### src/rtl/hpdcache_pkg.sv
// Shared HPDcache types: transaction/source ID widths, physical tag, PMA, core request and response
// layouts, and the request-initiator FIFO entry.
package hpdcache_pkg;

    localparam int unsigned HPDCACHE_REQ_TRANS_ID_WIDTH = 4;
    localparam int unsigned HPDCACHE_REQ_SRC_ID_WIDTH   = 3;
    localparam int unsigned HPDCACHE_TAG_WIDTH          = 20;

    typedef logic [HPDCACHE_REQ_TRANS_ID_WIDTH-1:0] hpdcache_req_tid_t;
    typedef logic [HPDCACHE_REQ_SRC_ID_WIDTH-1:0]   hpdcache_req_sid_t;
    typedef logic [HPDCACHE_TAG_WIDTH-1:0]          hpdcache_tag_t;

    typedef struct packed {
        logic uncacheable;
        logic io;
    } hpdcache_pma_t;

    typedef struct packed {
        logic [11:0]       addr_offset;
        logic [3:0]        op;
        logic              need_rsp;
        hpdcache_req_sid_t sid;
        hpdcache_req_tid_t tid;
    } hpdcache_req_t;

    typedef struct packed {
        logic [31:0]       rdata;
        hpdcache_req_sid_t sid;
        hpdcache_req_tid_t tid;
        logic              error;
    } hpdcache_rsp_t;

    typedef struct packed {
        hpdcache_req_t req;
        logic          abort;
        hpdcache_tag_t tag;
        hpdcache_pma_t pma;
    } hpdcache_req_initiator_entry_t;

endpackage

### src/rtl/hpdcache_fifo_reg.sv
// Register-based FIFO, power-of-2 depth. Push and pop may coincide in any state, including full.
module hpdcache_fifo_reg #(
    parameter int unsigned FIFO_DEPTH = 4,
    parameter int unsigned DATA_W     = 8
) (
    input  logic              clk_i,
    input  logic              rst_i,
    input  logic              w_i,
    output logic              wok_o,
    input  logic [DATA_W-1:0] wdata_i,
    input  logic              r_i,
    output logic              rok_o,
    output logic [DATA_W-1:0] rdata_o
);
    localparam int unsigned PTR_W = $clog2(FIFO_DEPTH);
    localparam int unsigned CNT_W = $clog2(FIFO_DEPTH + 1);

    logic [DATA_W-1:0] mem_q [FIFO_DEPTH];
    logic [PTR_W-1:0]  wptr_q, rptr_q;
    logic [CNT_W-1:0]  cnt_q, cnt_d;
    logic              push, pop;

    assign rok_o   = (cnt_q != '0);
    assign wok_o   = (cnt_q != CNT_W'(FIFO_DEPTH));
    assign pop     = r_i & rok_o;
    assign push    = w_i & (wok_o | pop);
    assign rdata_o = mem_q[rptr_q];

    always_comb begin
        // NOTE: default assigned first so no path leaves cnt_d unassigned (no latch).
        cnt_d = cnt_q;
        case ({push, pop})
            2'b10:   cnt_d = cnt_q + CNT_W'(1);
            2'b01:   cnt_d = cnt_q - CNT_W'(1);
            default: cnt_d = cnt_q;
        endcase
    end

    // NOTE: storage is not reset; entries are only read after being written, and the count gates that.
    always_ff @(posedge clk_i) begin
        if (push) mem_q[wptr_q] <= wdata_i;
    end

    // NOTE: non-blocking assignments so every register samples pre-edge values.
    always_ff @(posedge clk_i or posedge rst_i) begin
        if (rst_i) begin
            wptr_q <= '0;
            rptr_q <= '0;
            cnt_q  <= '0;
        end else begin
            if (push) wptr_q <= wptr_q + PTR_W'(1);
            if (pop)  rptr_q <= rptr_q + PTR_W'(1);
            cnt_q <= cnt_d;
        end
    end

endmodule

### src/rtl/hpdcache_tid_alloc.sv
// Transaction-ID allocator: in-use bitmap, lowest-index free TID, alloc/free ports, registered count.
module hpdcache_tid_alloc #(
    parameter int unsigned N_TIDS = 8,
    parameter int unsigned TID_W  = 4,
    parameter int unsigned CNT_W  = $clog2(N_TIDS + 1)
) (
    input  logic             clk_i,
    input  logic             rst_i,
    input  logic             alloc_i,
    input  logic [TID_W-1:0] alloc_tid_i,
    input  logic             free_i,
    input  logic [TID_W-1:0] free_tid_i,
    output logic             free_hit_o,
    output logic             avail_o,
    output logic [TID_W-1:0] lowest_tid_o,
    output logic [CNT_W-1:0] count_o
);
    localparam int unsigned IDX_W = (N_TIDS > 1) ? $clog2(N_TIDS) : 1;

    logic [N_TIDS-1:0] used_q, used_d;
    logic [CNT_W-1:0]  count_q, count_d;
    logic              free_in_range;

    assign free_in_range = (32'(free_tid_i) < N_TIDS);
    assign free_hit_o    = free_in_range & used_q[free_tid_i[IDX_W-1:0]];
    assign avail_o       = ~&used_q;
    assign count_o       = count_q;

    always_comb begin
        lowest_tid_o = '0;
        for (int i = N_TIDS - 1; i >= 0; i--) begin
            if (!used_q[i]) lowest_tid_o = TID_W'(i);
        end
    end

    // Allocation looks only at used_q, so a TID freed this cycle is not reused before the next one.
    always_comb begin
        used_d = used_q;
        if (free_i && free_hit_o) used_d[free_tid_i[IDX_W-1:0]] = 1'b0;
        if (alloc_i)              used_d[alloc_tid_i[IDX_W-1:0]] = 1'b1;
        count_d = '0;
        for (int i = 0; i < N_TIDS; i++) count_d = count_d + CNT_W'(used_d[i]);
    end

    always_ff @(posedge clk_i or posedge rst_i) begin
        if (rst_i) begin
            used_q  <= '0;
            count_q <= '0;
        end else begin
            used_q  <= used_d;
            count_q <= count_d;
        end
    end

endmodule

### src/rtl/hpdcache_req_initiator.sv
// Requester-side initiator for one HPDcache port: request FIFO, TID allocation, two-phase request.
// Defining HPDCACHE_REQ_INITIATOR_PERF_EN adds perf_issue_o and perf_stall_tid_o.
module hpdcache_req_initiator
    import hpdcache_pkg::*;
#(
    parameter int unsigned  SID       = 0,
    parameter int unsigned  FifoDepth = 4,
    parameter int unsigned  nTids     = 8,
    localparam int unsigned CNTW      = $clog2(nTids + 1)
) (
    input  logic            clk_i,
    input  logic            rst_i,
    input  logic            in_valid_i,
    output logic            in_ready_o,
    input  hpdcache_req_t   in_req_i,
    input  logic            in_abort_i,
    input  hpdcache_tag_t   in_tag_i,
    input  hpdcache_pma_t   in_pma_i,
    output logic            req_valid_o,
    input  logic            req_ready_i,
    output hpdcache_req_t   req_o,
    output logic            req_abort_o,
    output hpdcache_tag_t   req_tag_o,
    output hpdcache_pma_t   req_pma_o,
    input  logic            rsp_valid_i,
    output logic            rsp_ready_o,
    input  hpdcache_rsp_t   rsp_i,
    output logic            out_rsp_valid_o,
    input  logic            out_rsp_ready_i,
    output hpdcache_rsp_t   out_rsp_o,
    output logic [CNTW-1:0] outstanding_o,
    output logic            err_o
`ifdef HPDCACHE_REQ_INITIATOR_PERF_EN
    ,
    output logic            perf_issue_o,
    output logic            perf_stall_tid_o
`endif
);
    localparam int unsigned ENTRY_W = $bits(hpdcache_req_initiator_entry_t);

    hpdcache_req_initiator_entry_t in_entry, head;
    logic [ENTRY_W-1:0]            head_raw;
    logic                          fifo_wok, fifo_rok, req_hs, rsp_hs;
    logic                          tid_avail, tid_in_use;
    hpdcache_req_tid_t             lowest_tid, tid_sel;
    logic                          hold_q, hold_d;
    hpdcache_req_tid_t             held_tid_q, held_tid_d;
    logic                          abort_q, abort_d, err_q, err_d;
    hpdcache_tag_t                 tag_q, tag_d;
    hpdcache_pma_t                 pma_q, pma_d;

    assign in_entry = '{req: in_req_i, abort: in_abort_i, tag: in_tag_i, pma: in_pma_i};
    assign head     = head_raw;

    hpdcache_fifo_reg #(
        .FIFO_DEPTH(FifoDepth),
        .DATA_W    (ENTRY_W)
    ) i_fifo (
        .clk_i  (clk_i),
        .rst_i  (rst_i),
        .w_i    (in_valid_i & fifo_wok),
        .wok_o  (fifo_wok),
        .wdata_i(in_entry),
        .r_i    (req_hs),
        .rok_o  (fifo_rok),
        .rdata_o(head_raw)
    );

    hpdcache_tid_alloc #(
        .N_TIDS(nTids),
        .TID_W (HPDCACHE_REQ_TRANS_ID_WIDTH),
        .CNT_W (CNTW)
    ) i_tid_alloc (
        .clk_i       (clk_i),
        .rst_i       (rst_i),
        .alloc_i     (req_hs & head.req.need_rsp),
        .alloc_tid_i (tid_sel),
        .free_i      (rsp_hs),
        .free_tid_i  (rsp_i.tid),
        .free_hit_o  (tid_in_use),
        .avail_o     (tid_avail),
        .lowest_tid_o(lowest_tid),
        .count_o     (outstanding_o)
    );

    // A stalled request keeps its TID even if a lower one is freed meanwhile, so req_o stays stable.
    assign tid_sel     = hold_q ? held_tid_q : lowest_tid;
    assign in_ready_o  = fifo_wok;
    assign req_valid_o = fifo_rok & (~head.req.need_rsp | tid_avail);
    assign req_hs      = req_valid_o & req_ready_i;
    assign rsp_hs      = rsp_valid_i & out_rsp_ready_i;

    always_comb begin
        req_o     = head.req;
        req_o.sid = hpdcache_req_sid_t'(SID);
        req_o.tid = head.req.need_rsp ? tid_sel : '0;
    end

    assign rsp_ready_o     = out_rsp_ready_i;
    assign out_rsp_valid_o = rsp_valid_i;
    assign out_rsp_o       = rsp_i;
    assign req_abort_o     = abort_q;
    assign req_tag_o       = tag_q;
    assign req_pma_o       = pma_q;
    assign err_o           = err_q;

    always_comb begin
        hold_d     = req_valid_o & ~req_ready_i;
        held_tid_d = tid_sel;
        abort_d    = req_hs & head.abort;
        tag_d      = req_hs ? head.tag : '0;
        pma_d      = req_hs ? head.pma : '0;
        err_d      = err_q | (rsp_hs & ~tid_in_use);
    end

    always_ff @(posedge clk_i or posedge rst_i) begin
        if (rst_i) begin
            hold_q     <= 1'b0;
            held_tid_q <= '0;
            abort_q    <= 1'b0;
            tag_q      <= '0;
            pma_q      <= '0;
            err_q      <= 1'b0;
        end else begin
            hold_q     <= hold_d;
            held_tid_q <= held_tid_d;
            abort_q    <= abort_d;
            tag_q      <= tag_d;
            pma_q      <= pma_d;
            err_q      <= err_d;
        end
    end

`ifdef HPDCACHE_REQ_INITIATOR_PERF_EN
    assign perf_issue_o     = req_hs;
    assign perf_stall_tid_o = fifo_rok & head.req.need_rsp & ~tid_avail;
`endif

endmodule

### config.mk
export PLATFORM = sky130hd
export DESIGN_NAME = hpdcache_req_initiator
export DESIGN_NICKNAME = d
export VERILOG_FILES = /design/src/rtl/hpdcache_pkg.sv /design/src/rtl/hpdcache_fifo_reg.sv /design/src/rtl/hpdcache_tid_alloc.sv /design/src/rtl/hpdcache_req_initiator.sv
export SDC_FILE = /design/constraint.sdc
export NUM_CORES = 1
export LEC_CHECK = 0
export BUFFER_PORTS_ARGS = -buffer_cell sky130_fd_sc_hd__buf_2
export CAP_MARGIN = 10
export CORE_UTILIZATION = 28
export DETAILED_ROUTE_END_ITERATION = 7
export HOLD_SLACK_MARGIN = 0.12
export SKIP_CTS_REPAIR_TIMING = 1
export SYNTH_ARGS = -nofsm -noshare
export SYNTH_HDL_FRONTEND = slang
export SYNTH_HIERARCHICAL = 1
export SYNTH_SLANG_ARGS = --single-unit
### constraint.sdc
create_clock -name clk_i -period 6.2 [get_ports clk_i]
set_input_delay 0.31 -clock clk_i [delete_from_list [all_inputs] [get_ports clk_i]]
set_output_delay 0.31 -clock clk_i [all_outputs]
set_load 0.01 [all_outputs]
### Word-level counts from Yosys, hierarchy flattened

Memories as Yosys holds them, arrays and structs flattened.
Index checks and enable logic that the tools add are counted.

| cells by class | value |
|---|---|
| order comparisons | 5 |
| equal/unequal tests | 3 |
| bitwise gates (word level) | 20 |
| reduce and logical (&&, ||, !) cells | 7 |
| mux-type cells | 23 |
| add/sub/neg operators | 11 |

Operators with widths:

| operator | number |
|---|---|
| adder 4 x 1 -> 4 bit | 6 |
| 2-to-1 mux 3 bit | 8 |
| 2-to-1 mux 20 bit | 1 |
| 2-to-1 mux 8 bit | 2 |
| bitwise AND 1 bit | 11 |
| bitwise AND 8 bit | 1 |
| less-than comparator 3 x 4 -> 1 bit, second input constant | 2 |
| 2-to-1 mux 4 bit | 2 |
| NOT 8 bit | 1 |
| OR 8 bit | 1 |
| AND reduction 8 bit | 1 |
| demux 1 bit (select 3 bit) | 2 |
| greater-or-equal comparator 3 x 1 -> 1 bit, second input constant | 2 |
| one-hot mux 3 bit (2 select lines) | 1 |
| 2-to-1 mux 1 bit | 5 |
| adder 2 x 1 -> 2 bit, second input constant | 2 |
| less-than comparator 4 bit, second input constant | 1 |
| adder 3 x 1 -> 3 bit, second input constant | 1 |
| binary-select mux 1 bit (select 3 bit) | 1 |
| logical AND 1 bit | 3 |
| != test 3 bit, second input constant | 1 |
| NOT 1 bit | 3 |
| OR 1 bit | 3 |
| nonzero test 3 bit | 1 |
| other kinds (7) | 7 |

| storage, ports and cells | value |
|---|---|
| memories kept | 1 |
| flip-flop bits (word level) | 48 |
| output and inout port bits | 96 |
| memory bits (writable) | 188 |

Memories:

| memory | depth | width | rd ports | clocked after Yosys merged registers in | wr ports | RTL line | RTL |
|---|---|---|---|---|---|---|---|
| i_fifo.mem_q | 4 | 47 | 1 | 0 | 1 | hpdcache_fifo_reg.sv:18 | `logic [DATA_W-1:0] mem_q [FIFO_DEPTH];` |

### Depth between registers and ports, before layout

Gate-level depths: netlist (run 1).

| depth | value |
|---|---|
| depth in word-level cells | 22 |
| mapped depth | 16 |

### Hierarchy

Netlist (run 1), hierarchy kept.

By module, submodules not included:

| module | area each (um^2) | instances | cells an instance |
|---|---|---|---|
| hpdcache_fifo_reg | 7,214.4 | 1 | 284 |
| hpdcache_req_initiator | 1,544.0 | 1 | 123 |
| hpdcache_tid_alloc | 789.5 | 1 | 84 |

### Worst setup path before layout (run 1)

No wires, ideal clock.

| path | value |
|---|---|
| kind | register to register |
| start point | register i_fifo.cnt_q[0] |
| end point | register i_tid_alloc.count_q[2], in the netlist i_tid_alloc/count_o[2] |
| arrival | 3.945 ns |
| period minus slack after synthesis | 4.068 ns |
| slack | 2.132 ns |
| path buffers | 1 |
| required time | 6.077 ns |
| cell stages (with the launch flop) | 16 |
| library setup time | 0.123 ns |
| cells stage by stage | dfrtp_1 -> or3_2 -> nand2_1 -> buf_2 -> nor2_1 -> nand2b_1 -> o21ai_0 -> fa_1 -> inv_1 -> fa_1 -> fa_1 -> inv_1 -> ha_1 -> inv_1 -> fa_1 -> xnor2_1 |

| on the way | value |
|---|---|
| cells in the longest elaborated chain, start to end | 12 |

RTL lines:

| what | RTL line | RTL |
|---|---|---|
| start: declaration | hpdcache_fifo_reg.sv:20 | `logic [CNT_W-1:0] cnt_q, cnt_d;` |
| start signal: assignment | hpdcache_fifo_reg.sv:53 | `cnt_q <= cnt_d;` |
| nonzero test 3 bit | hpdcache_fifo_reg.sv:23 | `assign rok_o = (cnt_q != '0);` |
| named net fifo_rok | hpdcache_req_initiator.sv:43 | `logic fifo_wok, fifo_rok, req_hs, rsp_hs;` |
| bitwise AND 1 bit | hpdcache_req_initiator.sv:89 | `assign req_valid_o = fifo_rok & (~head.req.need_rsp \| tid_avail);` |
| bitwise AND 1 bit | hpdcache_req_initiator.sv:90 | `assign req_hs = req_valid_o & req_ready_i;` |
| bitwise AND 1 bit | hpdcache_req_initiator.sv:76 | `.alloc_i (req_hs & head.req.need_rsp),` |
| 2-to-1 mux 8 bit | hpdcache_tid_alloc.sv:40 | `if (alloc_i) used_d[alloc_tid_i[IDX_W-1:0]] = 1'b1;` |
| named net i_tid_alloc.used_d[1] | hpdcache_tid_alloc.sv:20 | `logic [N_TIDS-1:0] used_q, used_d;` |
| adder 1 x 1 -> 2 bit | hpdcache_tid_alloc.sv:42 | `for (int i = 0; i < N_TIDS; i++) count_d = count_d + CNT_W'(used_d[i]);` |
| adder 4 x 1 -> 4 bit (6 in a row) | hpdcache_tid_alloc.sv:42 |  |
| named net i_tid_alloc.count_d[2] | hpdcache_tid_alloc.sv:21 | `logic [CNT_W-1:0] count_q, count_d;` |
| end signal: assignment | hpdcache_tid_alloc.sv:51 | `count_q <= count_d;` |
| end: declaration | hpdcache_tid_alloc.sv:21 |  |

The timed path passes the listed nets, and every way through them passes these cells.
A chain may end at the register's enable or synchronous reset.

### Worst setup path in the final report (run 1)

| path | value |
|---|---|
| start point | register i_tid_alloc.used_q[5] |
| end point | register i_tid_alloc.count_q[2], in the netlist i_tid_alloc/count_o[2] |

| on the way | value |
|---|---|
| cells in the longest elaborated chain, start to end | 20 |

RTL lines:

| what | RTL line | RTL |
|---|---|---|
| start: declaration | hpdcache_tid_alloc.sv:20 |  |
| start signal: assignment | hpdcache_tid_alloc.sv:50 | `used_q <= used_d;` |
| 2-to-1 mux 3 bit (*) (6 in a row) | hpdcache_tid_alloc.sv:32 | `if (!used_q[i]) lowest_tid_o = TID_W'(i);` |
| named net lowest_tid[0] | hpdcache_req_initiator.sv:45 | `hpdcache_req_tid_t lowest_tid, tid_sel;` |
| 2-to-1 mux 4 bit (*) | hpdcache_req_initiator.sv:87 | `assign tid_sel = hold_q ? held_tid_q : lowest_tid;` |
| named net held_tid_d[0] | hpdcache_req_initiator.sv:47 | `hpdcache_req_tid_t held_tid_q, held_tid_d;` |
| less-than comparator 3 x 4 -> 1 bit (not written as such) or greater-or-equal comparator 3 x 1 -> 1 bit (tied branches) | hpdcache_tid_alloc.sv:40 |  |
| logical AND 1 bit (not written as such) | hpdcache_tid_alloc.sv:40 |  |
| 2-to-1 mux 1 bit (not written as such) | hpdcache_tid_alloc.sv:40 |  |
| demux 1 bit (select 3 bit) (*) | n/a |  |
| OR 8 bit (no line) (*) | n/a |  |
| 2-to-1 mux 8 bit (*) | hpdcache_tid_alloc.sv:40 |  |
| named net i_tid_alloc.used_d[1] | hpdcache_tid_alloc.sv:20 |  |
| adder 1 x 1 -> 2 bit (*) | hpdcache_tid_alloc.sv:42 |  |
| adder 4 x 1 -> 4 bit (*) (6 in a row) | hpdcache_tid_alloc.sv:42 |  |
| named net i_tid_alloc.count_d[2] | hpdcache_tid_alloc.sv:21 |  |

The timed path passes the listed nets; every way through them passes the cells marked *. The select of a mux whose other input is x is not followed.

==> results.yml, run 1 <==
placement:
  place_ws_ns: 2.18
  port_buffers: 106
  hpwl_um: 10700
  place.gp.congestion: 0.788
  place_area_mm2: 0.00918
timing:
  post-route-period-util: 0.652
  worst-slew-pin-transition_ns: 0.887
  setup_viol: 0
  finalClockSkew_ns: 0.00833
  rsz0062_at_grt: "false"
  final_max_slew_viol_count: 0
  hold_viol: 0
  relSlewSlack: 0.409
  setup_slack_ns: 2.16
  min_period_ns: 4.04
  max_freq_ghz: 0.247
  fin_tns_setup_ns: 0
die:
  core-area_mm2: 0.0299
  die_area_mm2: 0.0312
  fp.dieW_um: 177
  die_h_um: 177
  pin_count: 189
  start_util: 0.286
  rows: 63
cts:
  clk_path_buf_depth: 3
  clk_pin_slew_ns: 0.06
  clock_sinks: 208
  htree_levels: 1
  clk_latency_ns: 0.52
  numCtsBuffers: 23
  tritoncts: "built"
  cts-root-buf: "clkbuf_16"
worst_setup_path:
  worst_setup_path_start_kind: "register"
  cp_num_buf_inv: 3
  worstPathRequired_ns: 6.60
  crit_type: "reg2reg"
  cp_common_cell: "fa_1"
  critical_path_peak_fanout: 7
  critPathMaxStageDelay_ns: 0.59
  slowest_stage: "fa_1"
  cp-end-kind: "register"
  path_cells: "o21ai_0 > a21boi_0 > o22ai_1 > mux2_2 > nand2b_1 > o21ai_0 > fa_1 > inv_1 > fa_1 > fa_1 > inv_1 > ha_1 > inv_1 > fa_1 > xnor2_1"
  critical_path_arrival_ns: 4.44
  path_delay_family: "adder cells"
  reg2reg_slack_ns: 2.16
layout:
  drive_above_1_share: 0.400
  final_common_cell: "edfxtp_1"
  antenna_cells: 0
  areaGrowthSynthToFinish_pct: 21.4
  stdcell_area_mm2: 0.0104
  mostFrequentLayoutCells: "160 x edfxtp_1, 106 x buf_2, 46 x dfrtp_1"
  final_net_count: 684
  utilization: 0.347
yosys:
  synthesis.area_mm2: 0.00855
  ys_warn_count: 6
  synth_cells: 456
  syn_area_per_cell_um2: 18.7
detailed_routing:
  drt_wl_total_um: 17600
  dr.pass1.iters: 4
  drt_iter0_drc: 173
  viasPerCell: 4.38
  postRouteAntennaNets: 0
  avgRoutedWirePerCell_um: 17.8
  vias: 4312
  drc: 0
power:
  p_leak_nw: 3.88
  power.density_mw_per_mm2: 487
  max-vdd-ir-drop_uv: 195
grt:
  grtUsageTotal: 0.113
  antenna_found_initial: 0
  gr-total-overflow: 0
  grt_first_pass_wirelength_um: 26400
  grt_max_degree: 42
  grt_pass1_vias: 4530
flow_run:
  cap_viol_max_count: 0
outcome:
  outcome: "finished clean"
worst_hold_path:
  hold_path_class: "in2reg"
[area by class of cell]
class / count / area [um^2]
Sequential cell: 208 / 6010
Clock inverter: 15 / 183
Clock buffer: 27 / 601
Tap cell: 390 / 488
Fill cell: 2819 / 19500
Inverter: 23 / 86.3
Timing Repair Buffer: 157 / 1020
Multi-Input combinational cell: 165 / 1990
[report_power, final]
part	switching [mW]	leakage [nW]	internal, mW
Clock	0.555	0.376	0.829
Combinational	0.886	1.45	0.773
Sequential	0.120	2.05	1.89
Total	1.56	3.88	3.50
[worst register-to-register path: stages (launching register included)]
cell and delay, ns:
dfrtp_1 0.42, o21ai_0 0.12, a21boi_0 0.23, o22ai_1 0.13
mux2_2 0.33, nand2b_1 0.12, o21ai_0 0.17, fa_1 0.59
inv_1 0.06, fa_1 0.49, fa_1 0.40, inv_1 0.07
ha_1 0.17, inv_1 0.06, fa_1 0.44, xnor2_1 0.13
[worst paths after layout]
path | startpoint | cells past startpoint | end
min reg2reg | err_o | 1 | err_o
min in group asynchronous | rst_i | 3 | i_fifo/rptr_q[0]
max | i_tid_alloc/used_q[5] | 15 | i_tid_alloc/count_o[2]
min | rsp_i[4] | 4 | err_o
max reg2reg | i_tid_alloc/used_q[5] | 15 | i_tid_alloc/count_o[2]
max in group asynchronous | rst_i | 4 | req_tag_o[3]
[per-layer routing]
| metal | routed length, um | share of wire | track usage |
|---|---|---|---|
| met1 | 7360 | 0.42 | 0.137 |
| met2 | 8480 | 0.48 | 0.188 |
| met3 | 1130 | 0.064 | 0.0311 |
| met4 | 591 | 0.034 | 0.0478 |
| met5 | 0 | 0 | 0 |
[metrics by stage]
stage	power [mW]	std cells	hold slack [ns]
after detailed placement	3.73	901	0.301
final	5.06	985	0.151
after global routing	5.39	985	0.157
after global placement	3.68	901	0.288
after CTS	5.14	943	-0.259
after floorplan	3.22	458	0.113
[registers in the layout, indices dropped and copies added, names as in the netlist]
| signal | count |
|---|---|
| i_fifo/rptr_q | 2 |
| req_pma_o | 2 |
| i_tid_alloc/count_o | 4 |
| i_fifo/cnt_q | 3 |
| i_fifo/mem_q | 160 |
| hold_q | 1 |
| err_o | 1 |
| i_tid_alloc/used_q | 8 |
| held_tid_q | 4 |
| req_tag_o | 20 |
| req_abort_o | 1 |
| i_fifo/wptr_q | 2 |
(Power assumes the default switching activity.)
==> run 2, diff against run 1 <==
--- a/config.mk
+++ b/config.mk
@@ -5,6 +5,7 @@
 export SDC_FILE = /design/constraint.sdc
 export NUM_CORES = 1
 export LEC_CHECK = 0
+export ABC_AREA = 1
 export BUFFER_PORTS_ARGS = -buffer_cell sky130_fd_sc_hd__buf_2
 export CAP_MARGIN = 10
 export CORE_UTILIZATION = 28
==> constraint.sdc (replaced) <==
create_clock -name clk_i -period 3.63 [get_ports clk_i]
set_input_delay 0.1815 -clock clk_i [delete_from_list [all_inputs] [get_ports clk_i]]
set_output_delay 0.1815 -clock clk_i [all_outputs]
set_load 0.01 [all_outputs]
==> run 2 against run 1 <==
Against the previous run:
- hold slack better by 0.035 ns
- non-clock buffer count up 42
- clock skew up 0.0080 ns
- first-iteration DRC count unchanged
- routed wire length up 11%
- fmax up 7.0%
- the run now ends with setup timing left
==> results.yml, run 2 <==
grt:
  grt_max_degree: 47
  grt_pass1_vias: 5635
  grtUsageTotal: 0.117
  antenna_found_initial: 0
  grt_first_pass_wirelength_um: 30200
  gr-total-overflow: 0
placement:
  place.gp.congestion: 0.857
  hpwl_um: 12200
  placed_cells: 1253
  port_buffers: 106
timing:
  worst-slew-pin-transition_ns: 0.516
  min_period_ns: 3.78
  setup_viol: 2
  relSlewSlack: 0.656
  hold_viol: 0
  final_max_slew_viol_count: 0
  setup_slack_ns: -0.150
  max_freq_ghz: 0.265
  finalClockSkew_ns: 0.0164
  rsz0062_at_grt: "true"
  fin_tns_setup_ns: -0.224
  post-route-period-util: 1.04
cts:
  tritoncts: "built"
  htree_levels: 1
  cts-root-buf: "clkbuf_16"
  clk_path_buf_depth: 3
  clock_sinks: 208
  clk_latency_ns: 0.52
  numCtsBuffers: 24
  clk_pin_slew_ns: 0.06
worst_setup_path:
  critPathMaxStageDelay_ns: 0.53
  critical_path_arrival_ns: 4.18
  critical_path_peak_fanout: 4
  cp-end-kind: "register"
  crit_type: "reg2reg"
  worst_setup_path_start_kind: "register"
  reg2reg_slack_ns: -0.15
  cp_common_cell: "inv_1"
  path_cells: "nand2_2 > nand3_1 > a311oi_2 > nand2_1 > nand2_2 > inv_1 > nand4_1 > nand2_1 > fa_1 > inv_1 > fa_1 > fa_1 > inv_1 > ha_2 > inv_2 > fa_2 > inv_1"
  worstPathRequired_ns: 4.03
  slowest_stage: "fa_1"
layout:
  utilization: 0.354
  layout.area.seq_mm2: 0.00601
  largest_reg_flops: 160
  top_register: "i_fifo/mem_q"
  drive_above_1_share: 0.261
  final_common_cell: "edfxtp_1"
  mostFrequentLayoutCells: "160 x edfxtp_1, 135 x nor2_1, 106 x buf_2"
  multi_input_area_mm2: 0.00219
  final_net_count: 1036
  antenna_cells: 0
  fin_cells: 1350
  areaGrowthSynthToFinish_pct: 23.7
  fill_cells: 3080
flow_run:
  cap_viol_max_count: 0
yosys:
  synthesis.area_mm2: 0.00904
  syn_area_per_cell_um2: 11.5
  ys_warn_count: 6
  synth_cells: 786
die:
  die_area_mm2: 0.0330
  die_h_um: 182
  fp.dieW_um: 182
  start_util: 0.286
  rows: 65
  core-area_mm2: 0.0316
  pin_count: 189
detailed_routing:
  drt_wl_total_um: 19500
  viasPerCell: 4.37
  drc: 0
  vias: 5899
  drt_iter0_drc: 173
  postRouteAntennaNets: 0
  dr.pass1.iters: 4
  avgRoutedWirePerCell_um: 14.4
outcome:
  outcome: "finished, violations left"
  violations: "setup timing"
worst_hold_path:
  hold_path_class: "in2reg"
power:
  power.density_mw_per_mm2: 824
  max-vdd-ir-drop_uv: 390
  p_leak_nw: 4.60
-- run 2: path summary, 6_finish.rpt --
path,cells after the start,from,endpoint
max reg2reg,17,i_tid_alloc/used_q[6],i_tid_alloc/count_o[1]
min,5,rsp_i[1],i_tid_alloc/used_q[4]
max,17,i_tid_alloc/used_q[6],i_tid_alloc/count_o[1]
min in group asynchronous,3,rst_i,i_fifo/rptr_q[1]
max in group asynchronous,5,rst_i,req_pma_o[0]
min reg2reg,2,held_tid_q[3],held_tid_q[3]
-- run 2: through the flow --
step | hold WS [ns] | total power [mW] | setup WS [ns] | area, um^2
4_1_cts | -0.490 | 9.28 | -0.165 | 10700
3_3_place_gp | 0.0697 | 6.79 | -0.117 | 9850
6_report | 0.186 | 9.22 | -0.150 | 11200
5_1_grt | 0.209 | 9.92 | -0.281 | 11200
3_5_place_dp | 0.0654 | 6.86 | -0.146 | 9850
2_1_floorplan | -0.0151 | 5.78 | -0.197 | 9070
-- run 2: where the power goes --
group          leakage (nW)  switching (mW)  internal [mW]
registers              2.07           0.201           3.22
logic                  2.14            2.13           1.29
clock network         0.391           0.931           1.45
-- run 2: cell type report --
type / instances / area share
sequential: 208 / 0.537
clock buffer: 34 / 0.0606
multi-input combinational: 419 / 0.196
clock inverter: 10 / 0.0111
inverter: 78 / 0.0266
tap: 402 / 0.0450
timing repair buffer: 199 / 0.124
-- run 2: worst max-delay path, delay by kind of cell, from the launching register on --
kind,cells,cell delay [ns]
compound gates,1,0.29
buf+inv,5,0.27
flops,1,0.43
fa+ha+maj,5,2.11
simple gates,6,0.58
-- run 2: routing by layer --
| layer | wire length [um] | vias to the layer above | global-route usage |
|---|---|---|---|
| li1 | - | 2896 | - |
| met1 | 8330 | 2795 | 0.139 |
| met2 | 9190 | 146 | 0.199 |
| met3 | 1260 | 62 | 0.0299 |
| met4 | 687 | 0 | 0.0502 |
| met5 | 0 | - | 0 |
==> run 3, diff against run 2 <==
--- a/config.mk
+++ b/config.mk
@@ -9,10 +9,10 @@
 export BUFFER_PORTS_ARGS = -buffer_cell sky130_fd_sc_hd__buf_2
 export CAP_MARGIN = 10
 export CORE_UTILIZATION = 28
+export CTS_CLUSTER_SIZE = 20
 export DETAILED_ROUTE_END_ITERATION = 7
 export HOLD_SLACK_MARGIN = 0.12
 export SKIP_CTS_REPAIR_TIMING = 1
 export SYNTH_ARGS = -nofsm -noshare
 export SYNTH_HDL_FRONTEND = slang
-export SYNTH_HIERARCHICAL = 1
 export SYNTH_SLANG_ARGS = --single-unit
==> run 3 against run 2 <==
Against the previous run:
- the run now ends clean
- flip-flop and latch count unchanged
- clock-buffer cell count down 2
- core utilization grew 1.0 points
- global-route usage increased by 1.0 points
- critical path depth rose by 1
- final cell count is 4.3% lower
- largest cell class unchanged
==> results.yml, run 3 <==
placement:
  hpwl_um: 11400
  place.gp.congestion: 0.819
  place_ws_ns: -0.0928
  place_area_mm2: 0.00951
  port_buffers: 106
worst_setup_path:
  worst_r2r_endpoint: "i_tid_alloc.count_o[1]"
  path_cells: "nand2_1 > inv_1 > buf_4 > nand2_1 > nand2_1 > nand3_1 > nor3_4 > nand2_1 > nand2_1 > ha_1 > inv_2 > fa_1 > inv_1 > fa_1 > inv_2 > fa_2 > fa_2 > inv_2"
  reg2reg_slack_ns: 0.04
  cp_common_cell: "nand2_1"
  crit_path_end: "i_tid_alloc.count_o[1]"
  cp-end-kind: "register"
  crit_start: "i_tid_alloc.used_q[3]"
  critical_path_peak_fanout: 3
  r2r.worst_path.cells: 18
  critPathMaxStageDelay_ns: 0.55
  worst_setup_path_start_kind: "register"
  critical_path_arrival_ns: 4.01
  reg2reg_from: "i_tid_alloc.used_q[3]"
  slowest_stage: "fa_2"
  worstPathRequired_ns: 4.05
  crit_type: "reg2reg"
timing:
  setup_slack_ns: 0.0400
  worst-slew-pin-transition_ns: 0.771
  final_max_slew_viol_count: 0
  relSlewSlack: 0.486
  min_period_ns: 3.59
  hold_viol: 0
  rsz0062_at_grt: "true"
  finalClockSkew_ns: 0.0264
  post-route-period-util: 0.989
  max_freq_ghz: 0.279
  setup_viol: 0
layout:
  drive_above_1_share: 0.250
  utilization: 0.364
  top_register: "i_fifo.mem_q"
  stdcell_area_mm2: 0.0109
  final_common_cell: "edfxtp_1"
  mostFrequentLayoutCells: "160 x edfxtp_1, 139 x nor2_1, 106 x buf_2"
  areaGrowthSynthToFinish_pct: 26.4
  largest_reg_flops: 160
  final_net_count: 987
yosys:
  yosysTopAreaCell: "edfxtp_1"
  synth_fa_ha_area_frac: 0.0232
  yosysMostFrequentCell: "edfxtp_1"
  synth_compound_gate_area_share: 0.0761
  synth.distinct_cells: 31
  synthesis.area_mm2: 0.00862
  synth_top_family_by_area: "simple AND/OR/NAND/NOR gates"
  synthMuxAreaShare: 0
  synthSimpleGateAreaFrac: 0.122
  synth_top_area_share: 0.557
  synth_cells: 731
  synth_flop_cell: "edfxtp_1"
  async_reset_ff_frac: 0.231
  ys_ff_latch: 208
  syn_area_per_cell_um2: 11.8
  ys_seq_area_frac: 0.697
  synth_commonest_cells: "160 x edfxtp_1, 145 x nor2_1, 84 x o21ai_0"
  synth_area_leaders: "edfxtp_1 56%, dfrtp_1 14%, nor2_1 6.3%"
  ys_warn_count: 0
  synth_edf_count: 160
  synth_xor_area_frac: 0.00610
die:
  start_util: 0.288
  fp.dieW_um: 177
  core-area_mm2: 0.0300
  die_area_mm2: 0.0315
  pin_count: 189
  rows: 63
  die_h_um: 177
cts:
  clk_path_buf_depth: 3
  numCtsBuffers: 25
  cts-root-buf: "clkbuf_16"
  clk_pin_slew_ns: 0.06
  clock_sinks: 208
  htree_levels: 1
  clk_latency_ns: 0.54
  tritoncts: "built"
grt:
  antenna_found_initial: 2
  grt_first_pass_wirelength_um: 30500
  grt.busiest_layer: "met2"
  use_met2: 0.207
  grtUsageTotal: 0.127
  gr-total-overflow: 0
  grt_util_met3: 0.0313
  grt_pass1_vias: 5503
  grt_max_degree: 77
  met1_usage: 0.158
power:
  power.total_mw: 9.28
  max-vdd-ir-drop_uv: 481
  power.density_mw_per_mm2: 852
  p_leak_nw: 4.38
detailed_routing:
  drt_iter0_drc: 253
  postRouteAntennaNets: 0
  drt_wl_total_um: 19800
  viasPerCell: 4.34
  vias: 5603
  avgRoutedWirePerCell_um: 15.3
  drc: 0
  dr.pass1.iters: 4
flow_run:
  cap_viol_max_count: 0
worst_hold_path:
  hold_start: "rsp_i[3]"
  holdPathStages: 5
  hold_path_class: "in2reg"
outcome:
  outcome: "finished clean"
==> run 3: through the flow <==
stage / std cells / hold WS [ns] / setup TNS [ns]
global placement: 1194 / 0.241 / -0.0547
global route: 1290 / 0.134 / -0.204
floorplan: 733 / 0.248 / 0
detailed placement: 1194 / 0.242 / -0.182
CTS: 1240 / -0.318 / -0.141
finish: 1292 / 0.109 / 0
==> run 3: layout make-up <==
type	instances	area, um^2
fillers	2941	19100
flip-flops and latches	208	6010
multi-input cells	402	2040
repair buffers	194	1330
clock buffers	32	682
well taps	390	488
inverters	50	190
clock inverters	14	156
diodes	2	5.00
==> run 3: kinds of logic (layout without fill, tap and decap cells) <==
group                      count (synthesis)  in the layout
buffers and inverters                    123            290
xor gates and xnor gates                   6              6
and+or+nand+nor                          253            253
AOI/OAI and AO/OA                        127            127
DFF                                      208            208
adders and majority gates                 13             13
other                                      1              5
==> run 3: worst max-delay path: cells and delay by family (launching register included) <==
family	cells	cell delay (ns)
buf+inv	6	0.35
flops	1	0.41
simple gates	7	0.53
fa+ha+maj	5	2.20
==> run 3: where the power goes <==
part	internal, mW	total (mW)	switching [mW]
clock	1.49	2.50	1.01
sequential	3.21	3.41	0.198
combinational	1.25	3.37	2.12
total	5.95	9.28	3.33
==> run 3: worst min path at each step <==
stage	end	slack, ns
floorplan	hold_q	0.25
global placement	err_o	0.24
detailed placement	err_o	0.24
CTS	i_tid_alloc.used_q[6]	-0.32
global route	i_tid_alloc.used_q[0]	0.13
finish	i_tid_alloc.used_q[0]	0.11
==> run 3: layer usage <==
metal | vias up | wire, um | share of wire
li1 | 2743 | - | -
met3 | 65 | 924 | 0.047
met4 | 0 | 875 | 0.044
met2 | 122 | 9140 | 0.46
met5 | - | 0 | 0
met1 | 2673 | 8860 | 0.45
